## src/rtl/i2s_tx.sv

```systemverilog
// I2S master transmitter: derives BCLK/LRCLK from clk and serialises one mono
// sample per frame onto both channels, with the standard one-BCLK data delay.
module i2s_tx #(
    parameter int unsigned CLK_DIV   = 4,
    parameter int unsigned WORD_BITS = 32
) (
    input  logic                        clk,
    input  logic                        rst,
    input  logic                        enable,
    input  logic signed [WORD_BITS-1:0] in,
    output logic                        tick,
    output logic                        bclk,
    output logic                        lrclk,
    output logic                        sdata
);

    localparam int unsigned FRAME_BITS = 2 * WORD_BITS;
    localparam int unsigned SLOT_W     = $clog2(FRAME_BITS);

    logic [7:0]            div;
    logic [SLOT_W-1:0]     slot;
    logic [SLOT_W-1:0]     slot_nxt;
    logic [FRAME_BITS-1:0] shreg;
    logic                  div_wrap;
    logic                  fall;

    always_comb begin
        div_wrap = (div == 8'(CLK_DIV - 1));
        fall     = div_wrap & bclk;
        slot_nxt = slot + 1'b1;
    end

    // The MSB of shreg is always the next bit to emit. After 63 shifts it holds
    // bit 0 of the old frame word, which is exactly what slot 0 must carry, so
    // emitting it and reloading on the same edge gives the one-BCLK delay.
    always_ff @(posedge clk or posedge rst) begin
        if (rst) begin
            div   <= '0;
            bclk  <= 1'b1;
            slot  <= '1;
            lrclk <= 1'b1;
            sdata <= 1'b0;
            tick  <= 1'b0;
            shreg <= '0;
        end else begin
            tick <= fall && (slot == '1);
            div  <= div_wrap ? '0 : div + 8'd1;
            if (div_wrap) begin
                bclk <= ~bclk;
            end
            if (fall) begin
                slot  <= slot_nxt;
                lrclk <= slot_nxt[SLOT_W-1];
                sdata <= shreg[FRAME_BITS-1];
                if (slot_nxt == '0) begin
                    shreg <= enable ? {in, in} : '0;
                end else begin
                    shreg <= {shreg[FRAME_BITS-2:0], 1'b0};
                end
            end
        end
    end

endmodule
```

## config.mk

```make
export PLATFORM = sky130hd
export DESIGN_NAME = i2s_tx
export DESIGN_NICKNAME = d
export VERILOG_FILES = /design/src/rtl/i2s_tx.sv
export SDC_FILE = /design/constraint.sdc
export NUM_CORES = 1
export LEC_CHECK = 0
export BUFFER_PORTS_ARGS = -buffer_cell sky130_fd_sc_hd__buf_2
export CAP_MARGIN = 30
export CORE_ASPECT_RATIO = 1.75
export CORE_MARGIN = 10
export CORE_UTILIZATION = 45
export DETAILED_ROUTE_END_ITERATION = 8
export PLACE_DENSITY = 0.65
export SYNTH_ARGS = -nofsm -noshare
export SYNTH_HDL_FRONTEND = slang
export SYNTH_SLANG_ARGS = --single-unit
```

## constraint.sdc

```tcl
create_clock -name clk -period 3.6 [get_ports clk]
set_clock_uncertainty 0.2 [all_clocks]
set_input_delay 1.08 -clock clk [delete_from_list [all_inputs] [get_ports clk]]
set_output_delay 1.08 -clock clk [all_outputs]
set_load 0.1 [all_outputs]
```

==> results of run 1 <==
## where the power goes
group	total (mW)	leakage (nW)	switching, mW	internal, mW
registers	0.964	1.03	0.0197	0.945
logic	0.103	1.68	0.0587	0.0445
clock network	0.929	0.153	0.336	0.593
total	2.00	2.86	0.415	1.58
## cell usage after synthesis, types with 2 or more instances
cell and number:
nor2_1 4, dfrtp_1 74, buf_2 8, nand2b_1 2, xnor2_1 8, xor2_1 4
dfstp_2 7, inv_1 2, clkbuf_1 3, nand2_1 41, ha_1 3, buf_4 5
nand3_1 5, and3_1 2, buf_6 2, mux2i_1 128, nand4_1 2
## layout by cell type (no fill, tap or decap), types with 2 or more instances in the layout
master / count
and3_1: 2
xnor2_1: 8
dfstp_2: 7
dfrtp_1: 74
clkbuf_16: 9
clkinv_2: 2
nand4_1: 2
nor2_1: 4
clkbuf_1: 2
nand2b_1: 2
buf_2: 38
ha_1: 3
buf_12: 2
clkbuf_8: 3
nand3_1: 5
mux2i_1: 128
xor2_1: 4
nand2_1: 41
## area by class of cell
type | instances | area share
Sequential cell | 81 | 0.448
Clock inverter | 2 | 0.00772
Multi-Input combinational cell | 211 | 0.393
Inverter | 2 | 0.00193
Tap cell | 117 | 0.0322
Clock buffer | 14 | 0.0604
Timing Repair Buffer | 41 | 0.0568
## layer usage
layer  GRT usage  wire length [µm]  vias up
met1       0.139              3180     1149
met5           0                 0        -
met3      0.0287               210        9
met2       0.193              3680       32
li1            -                 -     1169
met4      0.0539               112        0
## registers in the layout, summed over array words and instances (netlist names)
name / count
shreg: 64
bclk: 1
div: 8
lrclk: 1
sdata: 1
tick: 1
slot: 5
## critical path, stage by stage (launching register included)
cell and delay (ns):
dfrtp_1 0.38, ha_1 0.21, or4b_1 0.48, and4bb_2 0.40, o2111ai_4 0.46, buf_12 0.40, mux2i_1 0.16
## cell families after synthesis
group | Yosys count
mux | 129
flops | 81
simple gates | 64
buf+inv | 20
xor+xnor | 12
compound gates | 3
fa+ha+maj | 3
## worst paths after layout
path | startpoint | endpoint | slack [ns] | cells after the start
worst max-delay path | div[0] | shreg[36] | 0.74 | 6
worst min register to register | sdata | sdata | 0.26 | 2
worst min-delay path | sdata | sdata | 0.26 | 2
min in group asynchronous | rst | shreg[47] | 0.62 | 3
max in group asynchronous | rst | bclk | 2.20 | 3
worst max register to register | div[0] | shreg[36] | 0.74 | 6
## through the flow
stage / total power [mW] / utilization / instance area [µm²] / instances / hold WS [ns]
after floorplan: 1.04 / - / 3920 / 312 / 0.246
after global placement: 1.08 / 0.488 / 4200 / 451 / 0.247
after detailed placement: 1.09 / 0.491 / 4230 / 452 / 0.251
after CTS: 2.02 / 0.527 / 4540 / 468 / 0.264
after global routing: 2.08 / 0.527 / 4540 / 468 / 0.310
final: 2.00 / 0.527 / 4540 / 468 / 0.258
==> impl_metrics.json, run 1 <==
{
  "syn_area_per_cell_um2": 12.5,
  "die_x_um": 90.5,
  "synthSimpleGateAreaFrac": 0.0773,
  "status": "finished, final reports clean",
  "rsz0062_at_grt": "no",
  "cts_max_path_buffers": 2,
  "p_per_area_mw_per_mm2": 440,
  "path_max_fanout": 46,
  "fill_cells": 775,
  "fp-row-count": 45,
  "synthArstFlopShare": 1.00,
  "route.detailed.drc": 0,
  "routed_wl_um": 7180,
  "crit_arrival_ns": 2.86,
  "drt_iter0_drc": 156,
  "synth_top_family_by_area": "multiplexers",
  "ys_seq_area_frac": 0.520,
  "clockRootBuffer": "clkbuf_16",
  "die_h_um": 143,
  "setup_slack_ns": 0.738,
  "critical_path.endpoint_type": "flip-flop",
  "finalSetupViolCount": 0,
  "max_freq_ghz": 0.349,
  "yosys_register_bits": 81,
  "synth-edff-count": 0,
  "worst_setup_path_start_kind": "flip-flop",
  "hpwl_um": 4800,
  "via_per_inst": 5.04,
  "io_pins": 39,
  "synth_top_area_frac": 0.473,
  "cts.repair.resized": 0,
  "slew_viol_final": 0,
  "muxShareOfSynthArea": 0.330,
  "area_delta_synth_final_pct": 15.9,
  "synth_flop_cell": "dfrtp_1",
  "period_needed_ns": 2.86,
  "syn_inst": 312,
  "cts_buffers": 9,
  "gp_congestion": 0.783,
  "first_pass_iters": 4,
  "synth.net_count": 350,
  "min_path_type": "flip-flop to flip-flop",
  "antenna_found_initial": 0,
  "postCtsSetupBuffers": 0,
  "synth-warning-count": 0,
  "clkLatencyLatePin_ns": 0.33,
  "final_antenna_net_count": 0,
  "diodes": 0,
  "grt_pass1_wl_um": 12300,
  "max-slew-margin-rel": 0.433,
  "leakagePower_nw": 2.86,
  "cts-htree-levels": 3,
  "routedWlPerCell_um": 15.3,
  "coreArea_mm2": 0.00861,
  "nets": 384,
  "cts_sinks": 81,
  "yosys.area.top_type": "dfrtp_1",
  "synth_fa_ha_area_frac": 0.00959,
  "worst_pin_slew_ns": 0.850,
  "pre_cts_slack_ns": 0.752,
  "path_clk_slew_ns": 0.06,
  "cts-hold-fix-buffers": 0,
  "syn_area_mm2": 0.00392,
  "dieArea_mm2": 0.0130,
  "grt_pass1_vias": 2560,
  "setup_tns_ns": 0,
  "path_class": "flip-flop to flip-flop",
  "ir_drop_mv": 0.329,
  "fin_crit_sh": 0.795,
  "overflow": 0,
  "synth.area.top_cells": "dfrtp_1 (47%), mux2i_1 (33%), dfstp_2 (4.7%)",
  "io_buffers": 38,
  "gr-usage-all-layers": 0.117,
  "route.vias.total": 2359,
  "start_util": 0.454,
  "synthXorXnorAreaFrac": 0.0268,
  "grt_max_degree": 82,
  "seq_area_mm2": 0.00204,
  "cap_violations": 0,
  "netlist-cell-type-count": 29,
  "finalHoldViolations": 0,
  "drive_gt1_frac": 0.194,
  "synth_compound_area_frac": 0.00575,
  "cts_tree": "done",
  "multiInputGateArea_mm2": 0.00178,
  "worst_ep_required_time_ns": 3.60
}
(Power assumes the default switching activity.)
==> run 2, diff against run 1 <==
- PLACE_DENSITY: 0.65 -> 0.68
- clock period: 3.6 -> 2.4 ns (I/O delays scaled with it)
==> impl_metrics.json, run 2 (synthesis gave the netlist of run 1 again) <==
{
  "clockRootBuffer": "clkbuf_16",
  "final_antenna_net_count": 0,
  "antenna_found_initial": 0,
  "slew_viol_final": 0,
  "top_regs": "shreg (64), div (8), slot (5)",
  "io_pins": 39,
  "nets": 394,
  "coreArea_mm2": 0.00861,
  "path_max_fanout": 30,
  "clkLatencyLatePin_ns": 0.34,
  "finalSetupViolCount": 0,
  "max-slew-margin-rel": 0.672,
  "cpLargestDelayFamily": "simple AND/OR/NAND/NOR gates",
  "period_needed_ns": 2.36,
  "postCtsSetupBuffers": 0,
  "rsz0062_at_grt": "yes",
  "worst_ep_required_time_ns": 2.46,
  "overflow": 0,
  "cap_violations": 0,
  "die_x_um": 90.5,
  "critPathBufInv": 1,
  "route.vias.total": 2431,
  "worst_setup_path_start_kind": "flip-flop",
  "diodes": 0,
  "crit_slowest_cell": "or4_4",
  "drt_iter0_drc": 72,
  "met3_usage": 0.0256,
  "grt-busiest-layer": "met2",
  "crit_arrival_ns": 2.42,
  "path_clk_slew_ns": 0.06,
  "gp_congestion": 0.723,
  "area_delta_synth_final_pct": 19.0,
  "place_inst": 461,
  "routedWlPerCell_um": 15.6,
  "cts_buffers": 9,
  "finalHoldViolations": 0,
  "die_h_um": 143,
  "final_common_cell": "mux2i_1",
  "gr-usage-all-layers": 0.119,
  "max_stage_delay_ns": 0.50,
  "route.detailed.drc": 0,
  "cts-htree-levels": 3,
  "grt_max_degree": 50,
  "via_per_inst": 5.09,
  "max_freq_ghz": 0.424,
  "grt.met2_usage": 0.213,
  "dieArea_mm2": 0.0130,
  "critical_path.endpoint_type": "flip-flop",
  "grt_pass1_vias": 2622,
  "largest_reg_flops": 64,
  "start_util": 0.454,
  "finish.utilization": 0.541,
  "min_path_type": "primary input to async pin",
  "status": "finished, final reports clean",
  "met1_usage": 0.125,
  "cts_sinks": 81,
  "leakagePower_nw": 2.93,
  "fin_crit_sh": 0.983,
  "cts_max_path_buffers": 2,
  "grt_pass1_wl_um": 12400,
  "first_pass_iters": 4,
  "cp_cell_sequence": "ha_1 -> or4b_4 -> or4_4 -> buf_12 -> nor3_4 -> xnor2_1",
  "io_buffers": 38,
  "fp-row-count": 45,
  "cts_tree": "done",
  "routed_wl_um": 7480,
  "hpwl_um": 5150,
  "worst_pin_slew_ns": 0.495,
  "stdcell_count": 478,
  "path_class": "flip-flop to flip-flop",
  "p_per_area_mw_per_mm2": 618,
  "drive_gt1_frac": 0.219,
  "regMostFlops": "shreg",
  "ir_drop_mv": 0.478,
  "layout_common_cells": "mux2i_1 (128), dfrtp_1 (74), nand2_1 (41)",
  "power_mw": 2.88
}
-- run 2: cell count changes in the layout (fill, tap and decap cells not counted), sizes merged --
cell,change
clkinv,+1
clkinvlp,+1
bufinv,-1
buf,+9
-- run 2: repair_timing --
item | 4_1_cts | 5_1_grt
gates resized for setup | 0 | 3
setup endpoints to repair | 1 | 67
hold buffers | 0 | 0
gates cloned | 0 | 1
pin swaps | 0 | 1
-- run 2: area by class of cell --
cell class / instances / area [µm²]
clock buffer: 13 / 260
clock inverter: 3 / 15.0
fill: 755 / 3960
inverter: 2 / 11.3
multi-input combinational: 211 / 1790
sequential: 81 / 2040
tap: 117 / 146
timing repair buffer: 51 / 400
-- run 2: stage by stage --
step                      setup WS, ns  hold slack, ns    TNS, ns  area, µm²
after floorplan                 0.0500           0.246          0       3920
after global routing           -0.0435           0.269     -0.451       4660
final                           0.0416           0.247          0       4660
after CTS                    -0.000749           0.254  -0.000749       4620
after global placement          0.0495           0.246          0       4340
after detailed placement       0.00922           0.250          0       4340
-- run 2: where the power goes --
group / switching, mW / internal [mW] / total, mW
Sequential: 0.0294 / 1.42 / 1.45
Clock: 0.514 / 0.752 / 1.27
Combinational: 0.0905 / 0.0736 / 0.164
-- run 2: layer usage --
metal / up-vias / part of all wire
met5: - / 0
li1: 1182 / -
met4: 0 / 0.022
met2: 31 / 0.54
met3: 10 / 0.025
met1: 1208 / 0.42
-- run 2: path summary, 6_finish.rpt --
| check | startpoint | endpoint | slack [ns] | cells after the start |
|---|---|---|---|---|
| max | div[1] | lrclk | 0.04 | 6 |
| min | rst | shreg[46] | 0.25 | 3 |
| max reg2reg | div[1] | lrclk | 0.04 | 6 |
| min reg2reg | sdata | sdata | 0.26 | 2 |
| max in group asynchronous | rst | bclk | 1.45 | 3 |
| min in group clk | sdata | sdata | 0.26 | 2 |
-- run 2: worst register-to-register path, stage by stage, from the launching register on --
cell	delay [ns]
dfrtp_1	0.38
ha_1	0.17
or4b_4	0.47
or4_4	0.51
buf_12	0.22
nor3_4	0.21
xnor2_1	0.14
==> run 3, diff against run 2 <==
- GPL_TIMING_DRIVEN: unset -> 0
==> impl_metrics.json, run 3 (synthesis gave the netlist of run 1 again) <==
{
  "die_h_um": 143,
  "path_max_fanout": 10,
  "r2r-end": "shreg[40]",
  "cts_tree": "done",
  "routed_wl_um": 7880,
  "diodes": 0,
  "worst_pin_slew_ns": 0.511,
  "min_path_type": "primary input to async pin",
  "route.detailed.drc": 0,
  "power_mw": 3.11,
  "nets": 411,
  "antenna_found_initial": 0,
  "largest_reg_flops": 64,
  "p_per_area_mw_per_mm2": 641,
  "leakagePower_nw": 3.00,
  "rrSetupSlack_ns": 0.02,
  "path_clk_slew_ns": 0.06,
  "grt_pass1_vias": 2765,
  "hpwl_um": 5650,
  "io_pins": 39,
  "crit_arrival_ns": 2.39,
  "io_buffers": 38,
  "fin_crit_sh": 0.990,
  "layout_common_cells": "mux2i_1 (127), dfrtp_1 (74), nand2_1 (41)",
  "via_per_inst": 5.09,
  "coreArea_mm2": 0.00861,
  "final_antenna_net_count": 0,
  "worstRegToRegCells": 7,
  "cts_max_path_buffers": 2,
  "route.vias.total": 2520,
  "stdcell_count": 495,
  "grt_max_degree": 37,
  "path_class": "flip-flop to flip-flop",
  "finalHoldViolations": 0,
  "overflow": 0,
  "pre_cts_slack_ns": -0.171,
  "fp-row-count": 45,
  "rsz0062_at_grt": "yes",
  "gr-usage-all-layers": 0.124,
  "critical_path.endpoint_type": "flip-flop",
  "setup_slack_ns": 0.0230,
  "regMostFlops": "shreg",
  "finalSetupViolCount": 0,
  "top_regs": "shreg (64), div (8), slot (5)",
  "reg2reg_from": "div[1]",
  "cap_violations": 0,
  "cts_sinks": 81,
  "dieArea_mm2": 0.0130,
  "grt_pass1_wl_um": 13100,
  "cts-htree-levels": 3,
  "cts_buffers": 9,
  "status": "finished, final reports clean",
  "clockRootBuffer": "clkbuf_16",
  "hold_ws_ns": 0.198,
  "worst_setup_path_start_kind": "flip-flop",
  "drt_iter0_drc": 130,
  "start_util": 0.454,
  "period_needed_ns": 2.38,
  "first_pass_iters": 4,
  "area_delta_synth_final_pct": 23.9,
  "final_common_cell": "mux2i_1",
  "max_freq_ghz": 0.421,
  "worst_ep_required_time_ns": 2.41,
  "slew_viol_final": 0,
  "drive_gt1_frac": 0.257,
  "clkLatencyLatePin_ns": 0.33,
  "die_x_um": 90.5,
  "routedWlPerCell_um": 15.9,
  "place_inst": 469,
  "gp_congestion": 0.776,
  "ir_drop_mv": 0.466,
  "max-slew-margin-rel": 0.659
}
run 3: cell types whose count changed in the layout (fill, tap and decap cells not counted), moves of 2 or more:
| cell | before | now |
|---|---|---|
| clkinvlp_4 | 1 | 3 |
| bufinv_16 | 0 | 2 |
| clkinv_2 | 3 | 0 |
| clkbuf_1 | 2 | 4 |
| buf_6 | 0 | 12 |
| buf_4 | 5 | 9 |
run 3: final cells by class:
| cell class | count | area [µm²] |
|---|---|---|
| Sequential cell | 81 | 2040 |
| Tap cell | 117 | 146 |
| Clock inverter | 4 | 75.1 |
| Buffer | 18 | 210 |
| Inverter | 2 | 11.3 |
| Fill cell | 748 | 3760 |
| Multi-Input combinational cell | 211 | 1810 |
| Timing Repair Buffer | 50 | 309 |
| Clock buffer | 12 | 256 |
run 3: per-stage QoR:
step | utilization | area, µm² | setup TNS, ns
final | 0.563 | 4850 | 0
after global routing | 0.563 | 4850 | -2.48
after CTS | 0.546 | 4710 | 0
after detailed placement | 0.499 | 4300 | -8.86
after global placement | 0.494 | 4260 | -7.99
after floorplan | - | 3920 | 0
run 3: metal layers:
layer	track usage	share of wire	wire, µm
met5	0	0	0
met4	0.0547	0.024	187
met2	0.229	0.54	4250
met3	0.0360	0.039	304
met1	0.127	0.40	3140
run 3: worst max path at each step:
stage / from / endpoint / slack [ns] / cells after the start
final: div[1] / shreg[40] / 0.02 / 7
after global routing: slot[0] / shreg[42] / -0.09 / 7
after CTS: div[1] / shreg[27] / 0.007 / 7
after detailed placement: div[0] / shreg[27] / -0.17 / 7
after global placement: div[0] / shreg[32] / -0.13 / 7
after floorplan: div[0] / slot[1] / 0.05 / 6
run 3: critical path, cell delays in order (launching register included):
cell	delay [ns]
dfrtp_1	0.35
ha_2	0.18
or4b_4	0.47
or4_4	0.45
buf_12	0.17
buf_6	0.15
mux2i_1	0.18
mux2i_1	0.10
run 3: repair_timing:
item / 4_1_cts / 5_1_grt
endpoints found under the setup margin: 68 / 67
gates cloned: 0 / 1
pin swaps: 2 / 5
hold buffers: 0 / 0
setup buffers: 4 / 5
resized for setup: 16 / 25
run 3: power by group:
group / internal (mW) / switching (mW) / total, mW
clock network: 0.968 / 0.533 / 1.50
logic: 0.0721 / 0.0921 / 0.164
registers: 1.42 / 0.0293 / 1.45
